===== src/rtl/serv_fetch_seq.sv =====
// ----------------------------------------------------------------------------
// serv_fetch_seq
//
// Instruction fetch sequencer between the ibus Wishbone port and serv_decode.
// It fetches one instruction, latches the word, and strobes the decoder
// enable for one cycle. In the cycle after the strobe it samples the decoder's
// ebreak/wfi results. From those results it decides to run, to sleep until an
// interrupt arrives, or to halt for debug. A wait-state counter aborts a fetch
// that never gets an ack and parks the sequencer in HALT.
//
// Ports:
//   clk          clock
//   i_rst        synchronous active-high reset
//   o_ibus_adr   fetch address, bits [1:0] always zero
//   o_ibus_cyc   ibus request
//   i_ibus_rdt   fetch data
//   i_ibus_ack   fetch acknowledge
//   o_dec_rdt    latched instruction bits [31:2], to decoder i_wb_rdt
//   o_dec_en     one-cycle decode strobe, to decoder i_wb_en
//   i_ebreak     decoder o_ebreak
//   i_wfi        decoder o_wfi
//   i_pc_next    next PC from the core, bits [1:0] ignored
//   i_pc_valid   core finished the instruction, i_pc_next valid
//   i_irq        pending interrupt (level)
//   i_resume     debug resume (level or pulse)
//   o_sleep      high while sleeping
//   o_halted     high while halted
//   o_fetch_err  one-cycle pulse on fetch timeout
// ----------------------------------------------------------------------------
module serv_fetch_seq #(
  parameter logic [31:0] RESET_PC = 32'h0000_0000,
  parameter logic [7:0]  TIMEOUT  = 8'd255
) (
  input  logic        clk,
  input  logic        i_rst,
  output logic [31:0] o_ibus_adr,
  output logic        o_ibus_cyc,
  input  logic [31:0] i_ibus_rdt,
  input  logic        i_ibus_ack,
  output logic [29:0] o_dec_rdt,
  output logic        o_dec_en,
  input  logic        i_ebreak,
  input  logic        i_wfi,
  input  logic [31:0] i_pc_next,
  input  logic        i_pc_valid,
  input  logic        i_irq,
  input  logic        i_resume,
  output logic        o_sleep,
  output logic        o_halted,
  output logic        o_fetch_err
);

  typedef enum logic [2:0] {
    BOOT   = 3'd0,
    FETCH  = 3'd1,
    DECODE = 3'd2,
    CHECK  = 3'd3,
    EXEC   = 3'd4,
    SLEEP  = 3'd5,
    HALT   = 3'd6
  } state_t;

  // The low address bits are forced to zero so that a misaligned RESET_PC
  // can never reach the bus.
  localparam logic [31:0] ResetAdr   = {RESET_PC[31:2], 2'b00};
  localparam logic [7:0]  TimeoutLast = TIMEOUT - 8'd1;
  localparam bit          TimeoutOn   = (TIMEOUT != 8'd0);

  state_t      state_q,     state_d;
  logic [31:0] ibusAdr_q,   ibusAdr_d;
  logic        ibusCyc_q,   ibusCyc_d;
  logic [29:0] decRdt_q,    decRdt_d;
  logic        decEn_q,     decEn_d;
  logic        sleep_q,     sleep_d;
  logic        halted_q,    halted_d;
  logic        fetchErr_q,  fetchErr_d;
  logic        wfiFlag_q,   wfiFlag_d;
  logic [7:0]  waitCnt_q,   waitCnt_d;

  logic        timeoutHit;

  // The timeout fires on the last allowed wait cycle. Because an ack is
  // checked first in the FETCH branch below, an ack in that same cycle wins.
  assign timeoutHit = TimeoutOn && (waitCnt_q == TimeoutLast);

  // Next-state logic. Every output is produced as a register value, so each
  // transition also sets the output values for the state it enters. For
  // example, cyc rises on the edge that enters FETCH, so the request is
  // visible in the first FETCH cycle.
  always_comb begin
    state_d    = state_q;
    ibusAdr_d  = ibusAdr_q;
    ibusCyc_d  = ibusCyc_q;
    decRdt_d   = decRdt_q;
    decEn_d    = 1'b0;
    sleep_d    = sleep_q;
    halted_d   = halted_q;
    fetchErr_d = 1'b0;
    wfiFlag_d  = wfiFlag_q;
    waitCnt_d  = waitCnt_q;

    unique case (state_q)
      BOOT: begin
        ibusCyc_d = 1'b1;
        waitCnt_d = 8'd0;
        state_d   = FETCH;
      end

      FETCH: begin
        if (i_ibus_ack) begin
          decRdt_d  = i_ibus_rdt[31:2];
          ibusCyc_d = 1'b0;
          waitCnt_d = 8'd0;
          decEn_d   = 1'b1;
          state_d   = DECODE;
        end else if (timeoutHit) begin
          ibusCyc_d  = 1'b0;
          waitCnt_d  = 8'd0;
          fetchErr_d = 1'b1;
          halted_d   = 1'b1;
          state_d    = HALT;
        end else begin
          waitCnt_d = waitCnt_q + 8'd1;
        end
      end

      DECODE: begin
        state_d = CHECK;
      end

      // The decoder outputs are valid here. An interrupt that is already
      // pending makes the wfi act as a nop.
      CHECK: begin
        if (i_ebreak) begin
          halted_d = 1'b1;
          state_d  = HALT;
        end else begin
          wfiFlag_d = i_wfi & ~i_irq;
          state_d   = EXEC;
        end
      end

      // A late interrupt arriving during EXEC still cancels the sleep.
      EXEC: begin
        if (i_pc_valid) begin
          ibusAdr_d = {i_pc_next[31:2], 2'b00};
          wfiFlag_d = 1'b0;
          if (wfiFlag_q && !i_irq) begin
            sleep_d = 1'b1;
            state_d = SLEEP;
          end else begin
            ibusCyc_d = 1'b1;
            state_d   = FETCH;
          end
        end
      end

      // On wake, the fetch reuses the address that was latched in EXEC.
      SLEEP: begin
        if (i_irq) begin
          sleep_d   = 1'b0;
          ibusCyc_d = 1'b1;
          waitCnt_d = 8'd0;
          state_d   = FETCH;
        end
      end

      // On resume, the core supplies the next PC through EXEC.
      HALT: begin
        if (i_resume) begin
          halted_d = 1'b0;
          state_d  = EXEC;
        end
      end

      default: begin
        ibusCyc_d = 1'b0;
        sleep_d   = 1'b0;
        halted_d  = 1'b0;
        state_d   = BOOT;
      end
    endcase
  end

  // State and output registers. Reset returns everything to the boot values
  // from any state, so an ack that arrives just after reset finds BOOT and
  // is dropped.
  always_ff @(posedge clk) begin
    if (i_rst) begin
      state_q    <= BOOT;
      ibusAdr_q  <= ResetAdr;
      ibusCyc_q  <= 1'b0;
      decRdt_q   <= 30'd0;
      decEn_q    <= 1'b0;
      sleep_q    <= 1'b0;
      halted_q   <= 1'b0;
      fetchErr_q <= 1'b0;
      wfiFlag_q  <= 1'b0;
      waitCnt_q  <= 8'd0;
    end else begin
      state_q    <= state_d;
      ibusAdr_q  <= ibusAdr_d;
      ibusCyc_q  <= ibusCyc_d;
      decRdt_q   <= decRdt_d;
      decEn_q    <= decEn_d;
      sleep_q    <= sleep_d;
      halted_q   <= halted_d;
      fetchErr_q <= fetchErr_d;
      wfiFlag_q  <= wfiFlag_d;
      waitCnt_q  <= waitCnt_d;
    end
  end

  assign o_ibus_adr  = ibusAdr_q;
  assign o_ibus_cyc  = ibusCyc_q;
  assign o_dec_rdt   = decRdt_q;
  assign o_dec_en    = decEn_q;
  assign o_sleep     = sleep_q;
  assign o_halted    = halted_q;
  assign o_fetch_err = fetchErr_q;

endmodule


===== config.mk =====
export PLATFORM = sky130hd
export DESIGN_NAME = serv_fetch_seq
export DESIGN_NICKNAME = d
export VERILOG_FILES = /design/src/rtl/serv_fetch_seq.sv
export SDC_FILE = /design/constraint.sdc
export NUM_CORES = 1
export LEC_CHECK = 0
export CAP_MARGIN = 10
export CORE_UTILIZATION = 35
export CTS_BUF_LIST = sky130_fd_sc_hd__clkbuf_8
export DETAILED_ROUTE_END_ITERATION = 6
export PLACE_DENSITY = 0.67
export SYNTH_ARGS = -nofsm -noshare
export SYNTH_HDL_FRONTEND = slang
export SYNTH_SLANG_ARGS = --single-unit

===== constraint.sdc =====
create_clock -name clk -period 3.9 [get_ports clk]
set_input_delay 0.585 -clock clk [delete_from_list [all_inputs] [get_ports clk]]
set_output_delay 0.585 -clock clk [all_outputs]
set_load 0.01 [all_outputs]

==> results of run 1 <==
routing by layer:
layer  track usage  up-vias
li1              -     1490
met5             0        -
met2         0.281      109
met3        0.0644        6
met4        0.0682        0
met1         0.210     1316
worst max path at each step:
stage	end	slack, ps	cells past startpoint	startpoint
2_1_floorplan	waitCnt_q[7]	2230	4	i_irq
3_3_place_gp	o_ibus_adr[12]	1530	5	i_pc_valid
3_5_place_dp	waitCnt_q[7]	1500	5	i_irq
4_1_cts	o_ibus_adr[12]	1750	4	state_q[0]
5_1_grt	o_ibus_adr[10]	1510	4	state_q[0]
6_report	o_ibus_adr[22]	1780	4	state_q[0]
worst min-delay path, stage by stage (launching register included):
cell     delay (ps)
dfxtp_1         310
nand2_1          50
a21oi_1          50
per-stage QoR:
stage / instance area, µm² / utilization / cells / hold WS [ps]
final: 4590 / 0.555 / 609 / 456
after global routing: 4590 / 0.555 / 609 / 476
after CTS: 4590 / 0.555 / 609 / 456
after detailed placement: 4370 / 0.529 / 593 / 446
after global placement: 4370 / 0.529 / 593 / 441
after floorplan: 3010 / - / 379 / 452
power breakdown:
part	switching (µW)	leakage (µW)	total, µW	internal [µW]
sequential	111	0.000624	1010	894
clock	285	0.000105	642	357
combinational	353	0.000825	713	360
synthesized netlist by cell type (2+ instances only):
library cell  instances  share of area
a211oi_1              2         0.0050
a21oi_1              66           0.11
a221oi_1              2         0.0058
buf_2                 2         0.0033
buf_4                 3         0.0075
clkbuf_1             21          0.026
dfxtp_1              77           0.51
ha_1                  2         0.0083
inv_1                 5         0.0063
nand2_1             128           0.16
nand2b_1              4         0.0083
nand3_1               5         0.0083
nor2_1               14          0.017
nor2b_1               4         0.0083
nor3_1                2         0.0033
nor4_1                2         0.0042
nor4b_1               3         0.0088
o21ai_0               5         0.0083
or3_1                 2         0.0042
or4_1                 2         0.0050
xnor2_1               6          0.017
sequential cells by signal (all words and copies together), names as in the netlist:
signal and flops:
o_halted 1, o_fetch_err 1, o_dec_rdt 30, state_q 3
o_ibus_adr 30, o_dec_en 1, wfiFlag_q 1, o_sleep 1
o_ibus_cyc 1, waitCnt_q 8
final cells by class:
class / instances / area (µm²) / share of cell area
flip-flops and latches: 77 / 1540 / 0.336
repair buffers: 136 / 1350 / 0.294
multi-input cells: 270 / 1330 / 0.291
well taps: 105 / 131 / 0.0286
clock buffers: 9 / 124 / 0.0270
clock inverters: 7 / 90.1 / 0.0196
inverters: 5 / 18.8 / 0.00409
cell families after synthesis:
logic type      after synthesis  share of synthesized area
compound gates               86                      0.160
other cells                   1                    0.00125
fa+ha+maj                     2                    0.00833
simple gates                172                      0.248
mux                           2                    0.00708
xor+xnor                      6                     0.0175
buf+inv                      32                     0.0446
flops                        77                      0.513
==> flow_metrics.env, run 1 <==
export IMPL_mostFrequentLayoutCells="131 x clkdlybuf4s50_1, 128 x nand2_1, 77 x dfxtp_1"
export IMPL_start_util=0.364
export IMPL_cts_buffers_inserted=9
export IMPL_grt_setup_unrepaired="false"
export IMPL_clock_sinks=77
export IMPL_first_iter_violations=71
export IMPL_htreeDepth=3
export IMPL_highest_layer="met4"
export IMPL_layout_commonest_cell="clkdlybuf4s50_1"
export IMPL_synth_seq_area_share=0.513
export IMPL_drv_slew=0
export IMPL_p_leak_uw=0.00155
export IMPL_dpl_hpwl_mm=5.43
export IMPL_netlist_instances=378
export IMPL_grt_pass1_wl_mm=12.2
export IMPL_power_density_nw_per_um2=515
export IMPL_viasPerCell=4.80
export IMPL_io_buffers=132
export IMPL_antenna_cells=0
export IMPL_ys_seq_elements=77
export IMPL_synth_distinct_cells=42
export IMPL_critPathSlowestCell="or3_1"
export IMPL_antenna_found_initial=0
export IMPL_io_pins=139
export IMPL_ant_nets=0
export IMPL_finalCriticalPeriod_ps=2120
export IMPL_critPathRequiredTime_ps=4150
export IMPL_met2_length_mm=3.52
export IMPL_min_to="o_ibus_adr[19]"
export IMPL_critPathArrivalTime_ps=2370
export IMPL_finClkSkew_ps=9.56
export IMPL_power_uw=2360
export IMPL_post_drt_wl_per_cell_um=12.9
export IMPL_syn_area_um2=3000
export IMPL_ys_warn_count=0
export IMPL_tns_ps=0
export IMPL_ir_worst_vdd_mv=0.225
export IMPL_cts_setup_buffers=0
export IMPL_hold_path_class="reg2reg"
export IMPL_wl_met3_um=744
export IMPL_drc=0
export IMPL_slowest_delay_ps=810
export IMPL_setup_viol=0
export IMPL_cts_hold_buf=0
export IMPL_post_cts_resized=0
export IMPL_die_h_um=94.6
export IMPL_ff2ff_setup_slack_ps=1780
export IMPL_startpoint_type="flip-flop"
export IMPL_clock_fmax_mhz=472
export IMPL_reg2reg_to="o_ibus_adr[22]"
export IMPL_clk_pin_slew_worst_paths_ps=80
export IMPL_post_route_period_util=0.544
export IMPL_drive_gt1_frac=0.0536
export IMPL_vias=2921
export IMPL_gp_congestion=0.768
export IMPL_synthArstFlopShare=0
export IMPL_finalHoldViolations=0
export IMPL_syn_avg_cell_area_um2=7.94
export IMPL_dp_slack_ps=1500
export IMPL_status="complete, no violations"
export IMPL_clock_path_buffers=2
export IMPL_overflow=0
export IMPL_tightest_slew_ps=1030
export IMPL_reg2reg_depth=4
export IMPL_cts_root_buffer="clkbuf_8"
export IMPL_dr_pass1_iters=4
export IMPL_clk_latency_ps=330
export IMPL_grt_pass1_vias=2736
export IMPL_hold_depth=2
export IMPL_r2r_start="state_q[0]"
export IMPL_routed_wl_mm=7.84
export IMPL_wl_met1_mm=3.48
export IMPL_area_growth_syn_to_layout_pct=52.7
export IMPL_rows=33
export IMPL_final_nets=573
export IMPL_slew_headroom=0.315
export IMPL_cts_tree="yes"
export IMPL_synth_edf_count=0
export IMPL_crit_chain="nand2b_1, or3_1, nand2_1, a21oi_1"
export IMPL_num_fill_cells=815
export IMPL_worst_slack_ps=1780
export IMPL_hold_start="o_ibus_adr[19]"
export IMPL_path_max_fanout=30
export IMPL_grt_max_degree=49
export IMPL_ys_flop_type="dfxtp_1"
export IMPL_dieWidth_um=94.6
export IMPL_path_buf_inv=0
export IMPL_endpoint_kind="flip-flop"
export IMPL_drv_cap=0
export IMPL_critPathTopFamily="simple AND/OR/NAND/NOR gates"
export IMPL_grt_use_total=0.174
export IMPL_dieArea_um2=8950
export IMPL_core_area_um2=8260
export IMPL_criticalPathCategory="reg2reg"
(Power assumes the default switching activity.)
==> run 2, diff against run 1 <==
Settings changed: PLACE_DENSITY 0.67 to 0.69.
Clock period 3.9 ns to 1.82 ns, I/O delays scaled along.
==> run 2 against run 1 <==
Net effect: sequential share of layout area is 1.4 points lower; final cell count up 2.5%; critical endpoint is now o_ibus_cyc; via count grew 1.7%; wire length unchanged; combinational power increased to 2.5 times the previous value; critical path type unchanged.
==> flow_metrics.env, run 2 (same netlist as run 1, synthesis figures left out) <==
export IMPL_cts_root_buffer="clkbuf_8"
export IMPL_startpoint_type="flip-flop"
export IMPL_ant_nets=0
export IMPL_io_pins=139
export IMPL_start_util=0.364
export IMPL_num_fill_cells=767
export IMPL_dieWidth_um=94.6
export IMPL_hold_start="i_rst"
export IMPL_overflow=0
export IMPL_first_iter_violations=97
export IMPL_crit_chain="nor4b_2, o21ai_0, o211ai_1, mux2_2"
export IMPL_setup_viol=0
export IMPL_finalCriticalPeriod_ps=1690
export IMPL_grt_use_total=0.179
export IMPL_final_nets=589
export IMPL_drive_gt1_frac=0.0809
export IMPL_fin_util=0.579
export IMPL_mostFrequentLayoutCells="131 x clkdlybuf4s50_1, 128 x nand2_1, 76 x dfxtp_1"
export IMPL_post_drt_wl_per_cell_um=12.6
export IMPL_min_to="o_ibus_adr[29]"
export IMPL_endpoint_kind="flip-flop"
export IMPL_vias=2971
export IMPL_multiInputGateArea_um2=1330
export IMPL_hold_path_class="in2reg"
export IMPL_grt_pass1_wl_mm=12.4
export IMPL_core_area_um2=8260
export IMPL_antenna_found_initial=0
export IMPL_die_h_um=94.6
export IMPL_clk_pin_slew_worst_paths_ps=70
export IMPL_path_buf_inv=0
export IMPL_reg2reg_to="o_ibus_cyc"
export IMPL_worst_slack_ps=133
export IMPL_io_buffers=132
export IMPL_routed_wl_mm=7.84
export IMPL_cts_hold_buf=0
export IMPL_drv_cap=0
export IMPL_criticalPathCategory="reg2reg"
export IMPL_clock_fmax_mhz=593
export IMPL_p_leak_uw=0.00167
export IMPL_htreeDepth=3
export IMPL_finalHoldViolations=0
export IMPL_dpl_hpwl_mm=5.65
export IMPL_drc=0
export IMPL_cts_buffers_inserted=9
export IMPL_hold_depth=2
export IMPL_path_max_fanout=15
export IMPL_dp_slack_ps=-102
export IMPL_regArea_um2=1540
export IMPL_clock_sinks=77
export IMPL_dieArea_um2=8950
export IMPL_post_route_period_util=0.927
export IMPL_grt_pass1_vias=2815
export IMPL_critPathTopFamily="flip-flops"
export IMPL_tightest_slew_ps=499
export IMPL_clock_path_buffers=2
export IMPL_antenna_cells=0
export IMPL_grt_max_degree=44
export IMPL_critPathArrivalTime_ps=1910
export IMPL_gp_congestion=0.811
export IMPL_slowest_delay_ps=460
export IMPL_ff2ff_setup_slack_ps=130
export IMPL_power_density_nw_per_um2=1130
export IMPL_area_growth_syn_to_layout_pct=59.3
export IMPL_slew_headroom=0.667
export IMPL_critPathRequiredTime_ps=2050
export IMPL_r2r_start="state_q[1]"
export IMPL_ir_worst_vdd_mv=0.505
export IMPL_dr_pass1_iters=4
export IMPL_reg2reg_depth=4
export IMPL_grt_setup_unrepaired="false"
export IMPL_finClkSkew_ps=5.35
export IMPL_cts_tree="yes"
export IMPL_viasPerCell=4.76
export IMPL_clk_latency_ps=340
export IMPL_critPathSlowestCell="dfxtp_1"
export IMPL_layout_commonest_cell="clkdlybuf4s50_1"
export IMPL_drv_slew=0
export IMPL_status="complete, no violations"
export IMPL_rows=33
==> run 2: changes by cell type in the layout (fill, tap and decap cells not counted), sizes merged <==
cell	delta
clkinvlp	-2
inv	+1
clkinv	-1
bufinv	+1
buf	+16
==> run 2: cell type report <==
class,count,share of cell area
clock buffer,9,0.0259
clock inverter,6,0.0217
inverter,5,0.00392
multi-input combinational,270,0.279
sequential,77,0.323
tap,105,0.0275
timing repair buffer,152,0.320
==> run 2: what timing repair did <==
item                       in CTS  in global routing
resized for setup               0                  1
setup buffers                   0                  0
setup endpoints to repair       0                  1
==> run 2: power by group <==
| group | internal, µW | switching, µW |
|---|---|---|
| sequential | 1920 | 198 |
| combinational | 953 | 849 |
| clock | 894 | 585 |
==> run 2: how the worst max path moves through the flow <==
stage | from | slack, ps | cells past startpoint | endpoint
after floorplan | state_q[0] | 310 | 5 | waitCnt_q[7]
after global placement | i_irq | -110 | 5 | waitCnt_q[7]
after detailed placement | i_irq | -100 | 5 | waitCnt_q[7]
after CTS | state_q[0] | 110 | 5 | o_sleep
after global routing | state_q[0] | 40 | 5 | o_sleep
final | state_q[1] | 130 | 4 | o_ibus_cyc
==> run 2: metrics by stage <==
step	std cells	total power [µW]	hold WS, ps	area, µm²	setup TNS, ps
3_3_place_gp	609	3930	441	4550	-146
5_1_grt	624	5750	327	4780	0
4_1_cts	624	5470	307	4780	0
3_5_place_dp	609	3970	446	4550	-199
2_1_floorplan	379	3050	409	3010	0
6_report	624	5400	322	4780	0
==> run 2: routing by layer <==
| metal | part of all wire | up-vias | global-route usage |
|---|---|---|---|
| li1 | - | 1519 | - |
| met1 | 0.44 | 1324 | 0.211 |
| met2 | 0.45 | 117 | 0.294 |
| met3 | 0.095 | 11 | 0.0531 |
| met4 | 0.019 | 0 | 0.0884 |
| met5 | 0 | - | 0 |
==> run 3, diff against run 2 <==
Settings changed: TNS_END_PERCENT from default to 100.
==> results of run 3 <==
No change in the layout: final DEF, timing and power equal those of run 2.
